$ cat config.mk
export PLATFORM = sky130hd
export DESIGN_NAME = i2c_cfg_sequencer
export DESIGN_NICKNAME = d
export VERILOG_FILES = /design/src/rtl/i2c_cfg_sequencer.sv
export SDC_FILE = /design/constraint.sdc
export NUM_CORES = 1
export LEC_CHECK = 0
export CELL_PAD_IN_SITES_DETAIL_PLACEMENT = 0
export CELL_PAD_IN_SITES_GLOBAL_PLACEMENT = 2
export CORE_MARGIN = 4
export CORE_UTILIZATION = 32
export CTS_CLUSTER_SIZE = 20
export DETAILED_ROUTE_END_ITERATION = 16
export PLACE_DENSITY_LB_ADDON = 0.1
export SETUP_SLACK_MARGIN = 0.3
export SKIP_CTS_REPAIR_TIMING = 1
export SLEW_MARGIN = 20
export SYNTH_ARGS = -nofsm -noshare
export SYNTH_HDL_FRONTEND = slang
export SYNTH_SLANG_ARGS = --single-unit
$ cat constraint.sdc
create_clock -name CLK -period 2.1 [get_ports CLK]
set_clock_uncertainty 0.2 [all_clocks]
set_input_delay 0.42 -clock CLK [delete_from_list [all_inputs] [get_ports CLK]]
set_output_delay 0.42 -clock CLK [all_outputs]
set_load 0.02 [all_outputs]
$ cat src/rtl/i2c_cfg_sequencer.sv
// Codec init sequencer: walks a fixed register table and feeds 24-bit write frames to an I2C controller.
// Optional macro I2C_CFG_RETRY_LIMIT_EN bounds retries per entry and flags skipped entries on cfg_err.
module i2c_cfg_sequencer #(
    parameter logic [7:0] SLAVE_ADDR     = 8'h34,
    parameter int         LUT_SIZE       = 10,
    parameter int         GAP_CYCLES     = 16,
    parameter int         TIMEOUT_CYCLES = 4096,
    parameter int         MAX_RETRY      = 3
) (
    input  logic        CLK,
    input  logic        reset,
    input  logic        start,
    input  logic        i2c_end,
    input  logic        i2c_nack,
    output logic        GO,
    output logic [23:0] i2c_data,
    output logic [3:0]  cfg_index,
    output logic        busy,
    output logic        cfg_done,
    output logic        cfg_err
);

    localparam logic [2:0] S_LOAD  = 3'd0;
    localparam logic [2:0] S_ISSUE = 3'd1;
    localparam logic [2:0] S_WAIT  = 3'd2;
    localparam logic [2:0] S_PASS  = 3'd3;
    localparam logic [2:0] S_FAIL  = 3'd4;
    localparam logic [2:0] S_GAP   = 3'd5;
    localparam logic [2:0] S_DONE  = 3'd6;

    localparam int TO_W  = (TIMEOUT_CYCLES > 1) ? $clog2(TIMEOUT_CYCLES) : 1;
    localparam int GAP_W = (GAP_CYCLES > 1) ? $clog2(GAP_CYCLES) : 1;

    localparam logic [TO_W-1:0]  TO_LAST  = TO_W'(TIMEOUT_CYCLES - 1);
    localparam logic [GAP_W-1:0] GAP_LAST = GAP_W'(GAP_CYCLES - 1);
    localparam logic [3:0]       LAST_IDX = 4'(LUT_SIZE - 1);

    // Table word layout: {reg[6:0], data[8:0]}
    function automatic logic [15:0] f_lut(input logic [3:0] idx);
        logic [15:0] word;
        case (idx)
            4'd0:    word = 16'h001A;
            4'd1:    word = 16'h021A;
            4'd2:    word = 16'h047B;
            4'd3:    word = 16'h067B;
            4'd4:    word = 16'h08F8;
            4'd5:    word = 16'h0A06;
            4'd6:    word = 16'h0C00;
            4'd7:    word = 16'h0E01;
            4'd8:    word = 16'h1002;
            4'd9:    word = 16'h1201;
            default: word = 16'h0000;
        endcase
        return word;
    endfunction

    logic [2:0]       r_state;
    logic [3:0]       r_cfg_index;
    logic [23:0]      r_i2c_data;
    logic             r_go;
    logic [TO_W-1:0]  r_to_cnt;
    logic [GAP_W-1:0] r_gap_cnt;

    logic [2:0]       w_state_next;
    logic [3:0]       w_index_next;
    logic [23:0]      w_data_next;
    logic [TO_W-1:0]  w_to_next;
    logic [GAP_W-1:0] w_gap_next;
    logic             w_advance;
    logic [15:0]      w_lut_word;

`ifdef I2C_CFG_RETRY_LIMIT_EN
    localparam int              RT_W    = (MAX_RETRY > 1) ? $clog2(MAX_RETRY) : 1;
    localparam logic [RT_W-1:0] RT_LAST = RT_W'(MAX_RETRY - 1);

    logic [RT_W-1:0] r_retry;
    logic [RT_W-1:0] w_retry_next;
    logic            r_cfg_err;
    logic            w_err_next;
`else
    logic w_unused_retry_cfg;
    assign w_unused_retry_cfg = (MAX_RETRY > 0);
`endif

    assign w_lut_word = f_lut(r_cfg_index);

    always_comb begin
        w_state_next = r_state;
        w_index_next = r_cfg_index;
        w_data_next  = r_i2c_data;
        w_to_next    = r_to_cnt;
        w_gap_next   = r_gap_cnt;
        w_advance    = 1'b0;
`ifdef I2C_CFG_RETRY_LIMIT_EN
        w_retry_next = r_retry;
        w_err_next   = r_cfg_err;
`endif
        case (r_state)
            S_LOAD: begin
                w_data_next  = {SLAVE_ADDR, w_lut_word};
                w_to_next    = '0;
                w_state_next = S_ISSUE;
            end
            S_ISSUE: begin
                w_state_next = S_WAIT;
            end
            S_WAIT: begin
                // A completion arriving on the timeout cycle still counts as a completion
                if (i2c_end) begin
                    w_state_next = i2c_nack ? S_FAIL : S_PASS;
                end else if (r_to_cnt == TO_LAST) begin
                    w_state_next = S_FAIL;
                end else begin
                    w_to_next = r_to_cnt + TO_W'(1);
                end
            end
            S_PASS: begin
`ifdef I2C_CFG_RETRY_LIMIT_EN
                w_retry_next = '0;
`endif
                w_advance = 1'b1;
            end
            S_FAIL: begin
`ifdef I2C_CFG_RETRY_LIMIT_EN
                if (r_retry == RT_LAST) begin
                    w_err_next   = 1'b1;
                    w_retry_next = '0;
                    w_advance    = 1'b1;
                end else begin
                    w_retry_next = r_retry + RT_W'(1);
                    w_gap_next   = '0;
                    w_state_next = S_GAP;
                end
`else
                w_gap_next   = '0;
                w_state_next = S_GAP;
`endif
            end
            S_GAP: begin
                if (r_gap_cnt == GAP_LAST) begin
                    w_gap_next   = '0;
                    w_state_next = S_LOAD;
                end else begin
                    w_gap_next = r_gap_cnt + GAP_W'(1);
                end
            end
            S_DONE: begin
                if (start) begin
                    w_index_next = '0;
`ifdef I2C_CFG_RETRY_LIMIT_EN
                    w_retry_next = '0;
`endif
                    w_state_next = S_LOAD;
                end
            end
            default: begin
                w_state_next = S_LOAD;
            end
        endcase

        if (w_advance) begin
            if (r_cfg_index == LAST_IDX) begin
                w_state_next = S_DONE;
            end else begin
                w_index_next = r_cfg_index + 4'd1;
                w_gap_next   = '0;
                w_state_next = S_GAP;
            end
        end
    end

    always_ff @(posedge CLK or posedge reset) begin
        if (reset) begin
            r_state     <= S_LOAD;
            r_cfg_index <= '0;
            r_i2c_data  <= '0;
            r_go        <= 1'b0;
            r_to_cnt    <= '0;
            r_gap_cnt   <= '0;
        end else begin
            r_state     <= w_state_next;
            r_cfg_index <= w_index_next;
            r_i2c_data  <= w_data_next;
            r_go        <= (w_state_next == S_ISSUE);
            r_to_cnt    <= w_to_next;
            r_gap_cnt   <= w_gap_next;
        end
    end

`ifdef I2C_CFG_RETRY_LIMIT_EN
    always_ff @(posedge CLK or posedge reset) begin
        if (reset) begin
            r_retry   <= '0;
            r_cfg_err <= 1'b0;
        end else begin
            r_retry   <= w_retry_next;
            r_cfg_err <= w_err_next;
        end
    end

    assign cfg_err = r_cfg_err;
`else
    assign cfg_err = 1'b0;
`endif

    assign GO        = r_go;
    assign i2c_data  = r_i2c_data;
    assign cfg_index = r_cfg_index;
    assign busy      = (r_state != S_DONE);
    assign cfg_done  = (r_state == S_DONE);

endmodule

==> metrics.md <==
| Metric | Value |
|---|---|
| WP data required | `2.07 ns` |
| Clk buf depth | `2` |
| Clk_lat worst skew | `0.29 ns` |
| Status | `complete, no violations` |
| Sequential-to-total area share from yosys stat | `42.81%` |
| Clk pwr share | `15.4%` |
| Global placement routability congestion | `0.7272` |
| Switch Pwr | `1271 µW` |
| Critical path startpoint category | `flip-flop` |
| Port Buffers | `26` |
| Critical-path top delay cell | `dfrtp_1` |
| Antenna-violating nets left | `0` |
| Global route total overflow | `0` |
| Max Cap Violations | `0` |
| Crit path kind | `reg -> reg` |
| Reg-to-reg startpoint | `r_state[1]$_DFF_PP0_` |
| Vias in the first global route | `1625` |
| Crit-path cells | `buf_6 > a211o_4 > nor3_4 > buf_4 > nand3_2 > mux2i_1` |
| Synthesis Warnings | `0` |
| Register bit count reported by yosys | `35` |
| Storage cell area | `880.8 µm²` |
| Clk sink count | `35` |
| CP max stage delay | `0.42 ns` |
| Unique cell type count in the Yosys netlist | `48` |
| Chip width | `87.96 µm` |
| Die span in y | `87.96 µm` |
| CTS tree | `yes` |
| Antenna violations before repair | `0` |
| Number of CTS-inserted buffers | `5` |
| Power density cells | `1123 mW/mm²` |
| Critical path origin | `r_state[1]$_DFF_PP0_` |
| Final hold viol count | `0` |
| Initial drt markers | `65` |
| CTS Root Cell | `clkbuf_8` |
| DR vias | `1786` |
| I/O pin total | `37` |
| Net Sw Frac | `41.26%` |
| Setup violations, final | `0` |
| Final period utilization | `89.80%` |
| CP Max Fanout | `6` |
| Gate power share | `51.6%` |
| Max Slew Vio Count | `0` |
| Final min period | `1.886 ns` |
| Detailed Route WL | `4.835 mm` |
| Post-synthesis cell area | `0.002046 mm²` |
| Fraction of registers with async set/reset | `100.0%` |
| Fmax | `0.5303 GHz` |
| Post-Synth XOR/XNOR Area | `0.4281%` |
| Synth Area in Compound Gates | `18.41%` |
| Post-synth EDFFs | `0` |
| Starting Density | `33.75%` |
| Simple-gate share of the synthesized area | `24.40%` |
| Overall die area | `0.007736 mm²` |
| H-Tree Depth | `2` |
| Crit path DAT | `1.86 ns` |
| DPL Wire Length | `3.370 mm` |
| Worst VDD drop | `0.5492 mV` |
| Pwr Total | `3081 µW` |
| Largest family of logic cells by synthesized area | `simple AND/OR/NAND/NOR gates` |
| Share of layout cells above drive strength 1 | `21.79%` |
| Sequential Power Share | `33.0%` |
| CTS clk-pin slew, worst paths | `0.07 ns` |
| Total Nets Final | `289` |
| Synth Area in Adders | `3.058%` |
| RSZ-0062 raised after global routing | `yes` |
| Row count | `28` |
| Number of diodes | `0` |
| P_int | `1810 µW` |
| Static Leak | `0.001524 µW` |
| WL per Instance | `13.62 µm` |
| Syn_area_per_cell | `9.012 µm²` |
| Hold path startpoint | `i2c_data[2]$_DFFE_PP0P_` |
| Area Overhead vs Synth | `34.07%` |
| Core Area | `0.006061 mm²` |
| # fillers | `589` |
| Multiplexer share of the synthesized area | `1.468%` |
| Post-layout util | `45.25%` |
| Multi-input gate area | `0.001081 mm²` |
| Post-synth top flop | `dfrtp_1` |
| Synthesized instance count | `227` |
| First-pass detailed-route iteration total | `4` |
| Via-per-instance ratio | `5.031` |
| Largest net degree at the start of global routing | `36` |
| First-pass GRT wire length | `7.817 mm` |
| Crit path capture type | `flip-flop` |
| Remaining DRCs | `0` |
| Global Route Usage Sum | `12.81%` |
| Worst Hold Class | `reg -> reg` |
==> final timing paths <==
| path | endpoint | slack (ns) | cells past startpoint |
|---|---|---|---|
| setup / recovery | r_to_cnt[11]$_DFFE_PP0P_ | 0.21 | 6 |
| hold / removal | i2c_data[2]$_DFFE_PP0P_ | 0.26 | 2 |
| min in group asynchronous | r_to_cnt[4]$_DFFE_PP0P_ | 0.34 | 3 |
| setup reg to reg | r_to_cnt[11]$_DFFE_PP0P_ | 0.21 | 6 |
| hold reg to reg | i2c_data[2]$_DFFE_PP0P_ | 0.26 | 2 |
| max in group asynchronous | cfg_index[3]$_DFF_PP0_ | 1.01 | 3 |
==> registers in the layout (all words and copies together), names as in the netlist <==
register and flops:
GO 1, i2c_data 11, r_gap_cnt 4, r_state 3, cfg_index 4, r_to_cnt 12
==> placed cells by master (no fill, tap or decap), drive strengths merged, types with 4 or more instances in the layout <==
| cell | Yosys | final |
|---|---|---|
| a21oi | 13 | 13 |
| a31oi | 4 | 4 |
| a41o | 4 | 4 |
| and3 | 4 | 4 |
| buf | 19 | 32 |
| clkbuf | 3 | 6 |
| clkinv | 1 | 4 |
| conb | 1 | 10 |
| dfrtp | 35 | 35 |
| dlymetal6s2s | 0 | 22 |
| ha | 5 | 5 |
| inv | 10 | 10 |
| nand2 | 35 | 35 |
| nand2b | 5 | 5 |
| nand3 | 14 | 14 |
| nand4 | 4 | 4 |
| nor2 | 13 | 13 |
| o21ai | 12 | 12 |
==> worst max-delay path: cells and delay by family, from the launching register on <==
family / cells / cell delay [ns]
and+or+nand+nor: 2 / 0.35
muxes: 1 / 0.12
buffers and inverters: 2 / 0.32
AOI/OAI and AO/OA: 1 / 0.35
DFF: 1 / 0.42
==> stage by stage <==
step | worst slack, ns | std cells | TNS [ns] | hold WS, ns | area (µm²)
3_5_place_dp | -0.1281 | 336 | -0.8305 | 0.2565 | 2445
2_1_floorplan | 0.3041 | 236 | 0 | 0.2616 | 2081
5_1_grt | 0.1417 | 355 | 0 | 0.2877 | 2743
6_report | 0.2143 | 355 | 0 | 0.2590 | 2743
3_3_place_gp | -0.1027 | 336 | -0.6170 | 0.2519 | 2445
4_1_cts | -0.1613 | 344 | -0.2264 | 0.2732 | 2529
==> cells by family (layout without fill, tap and decap cells) <==
| group | count (synthesis) | count (layout) |
|---|---|---|
| AO/OA/AOI/OAI | 55 | 55 |
| XOR/XNOR | 1 | 1 |
| adder cells (fa/ha/maj) | 5 | 5 |
| buffers and inverters | 33 | 77 |
| flip-flops | 35 | 35 |
| multiplexers | 3 | 3 |
| other | 1 | 10 |
| AND/OR/NAND/NOR | 94 | 94 |
==> power groups by stage <==
stage          registers, µW  clock network (µW)  logic [µW]
6_report                1020                 475        1590
5_1_grt                 1050                 524        1760
4_1_cts                 1030                 496        1460
3_5_place_dp            1040                   0        1450
3_3_place_gp            1030                   0        1450
2_1_floorplan           1130                   0         807
==> cell usage after synthesis, drive strengths merged, types with 2 or more instances <==
| cell | count | area (µm²) |
|---|---|---|
| a21oi | 13 | 65.06 |
| a221oi | 2 | 17.52 |
| a311oi | 3 | 32.53 |
| a31oi | 4 | 25.02 |
| a41o | 4 | 40.04 |
| and3 | 4 | 25.02 |
| and4 | 2 | 17.52 |
| buf | 19 | 136.4 |
| clkbuf | 3 | 11.26 |
| dfrtp | 35 | 875.8 |
| ha | 5 | 62.56 |
| inv | 10 | 37.54 |
| mux2i | 3 | 30.03 |
| nand2 | 35 | 131.4 |
| nand2b | 5 | 31.28 |
| nand3 | 14 | 70.07 |
| nand3b | 3 | 22.52 |
| nand4 | 4 | 25.02 |
| nand4b | 2 | 17.52 |
| nor2 | 13 | 48.80 |
| nor2b | 3 | 18.77 |
| nor3 | 2 | 21.27 |
| o211ai | 3 | 22.52 |
| o21ai | 12 | 60.06 |
| o31ai | 3 | 22.52 |
| or3 | 3 | 18.77 |
==> cell type report <==
type | instances | share of cell area, %
Sequential cell | 35 | 32.12
Clock buffer | 5 | 2.509
Clock inverter | 3 | 0.5474
Multi-Input combinational cell | 168 | 39.42
Tap cell | 75 | 3.422
Timing Repair Buffer | 58 | 20.48
Inverter | 11 | 1.505
==> layer usage <==
layer | vias up | routed length (µm) | track usage (%)
li1 | 904 | - | -
met4 | 0 | 57 | 3.766
met5 | - | 0 | 0
met3 | 5 | 265 | 3.104
met1 | 837 | 2349 | 18.00
met2 | 40 | 2163 | 19.52
No activity file was read; power rests on OpenSTA's default activity.
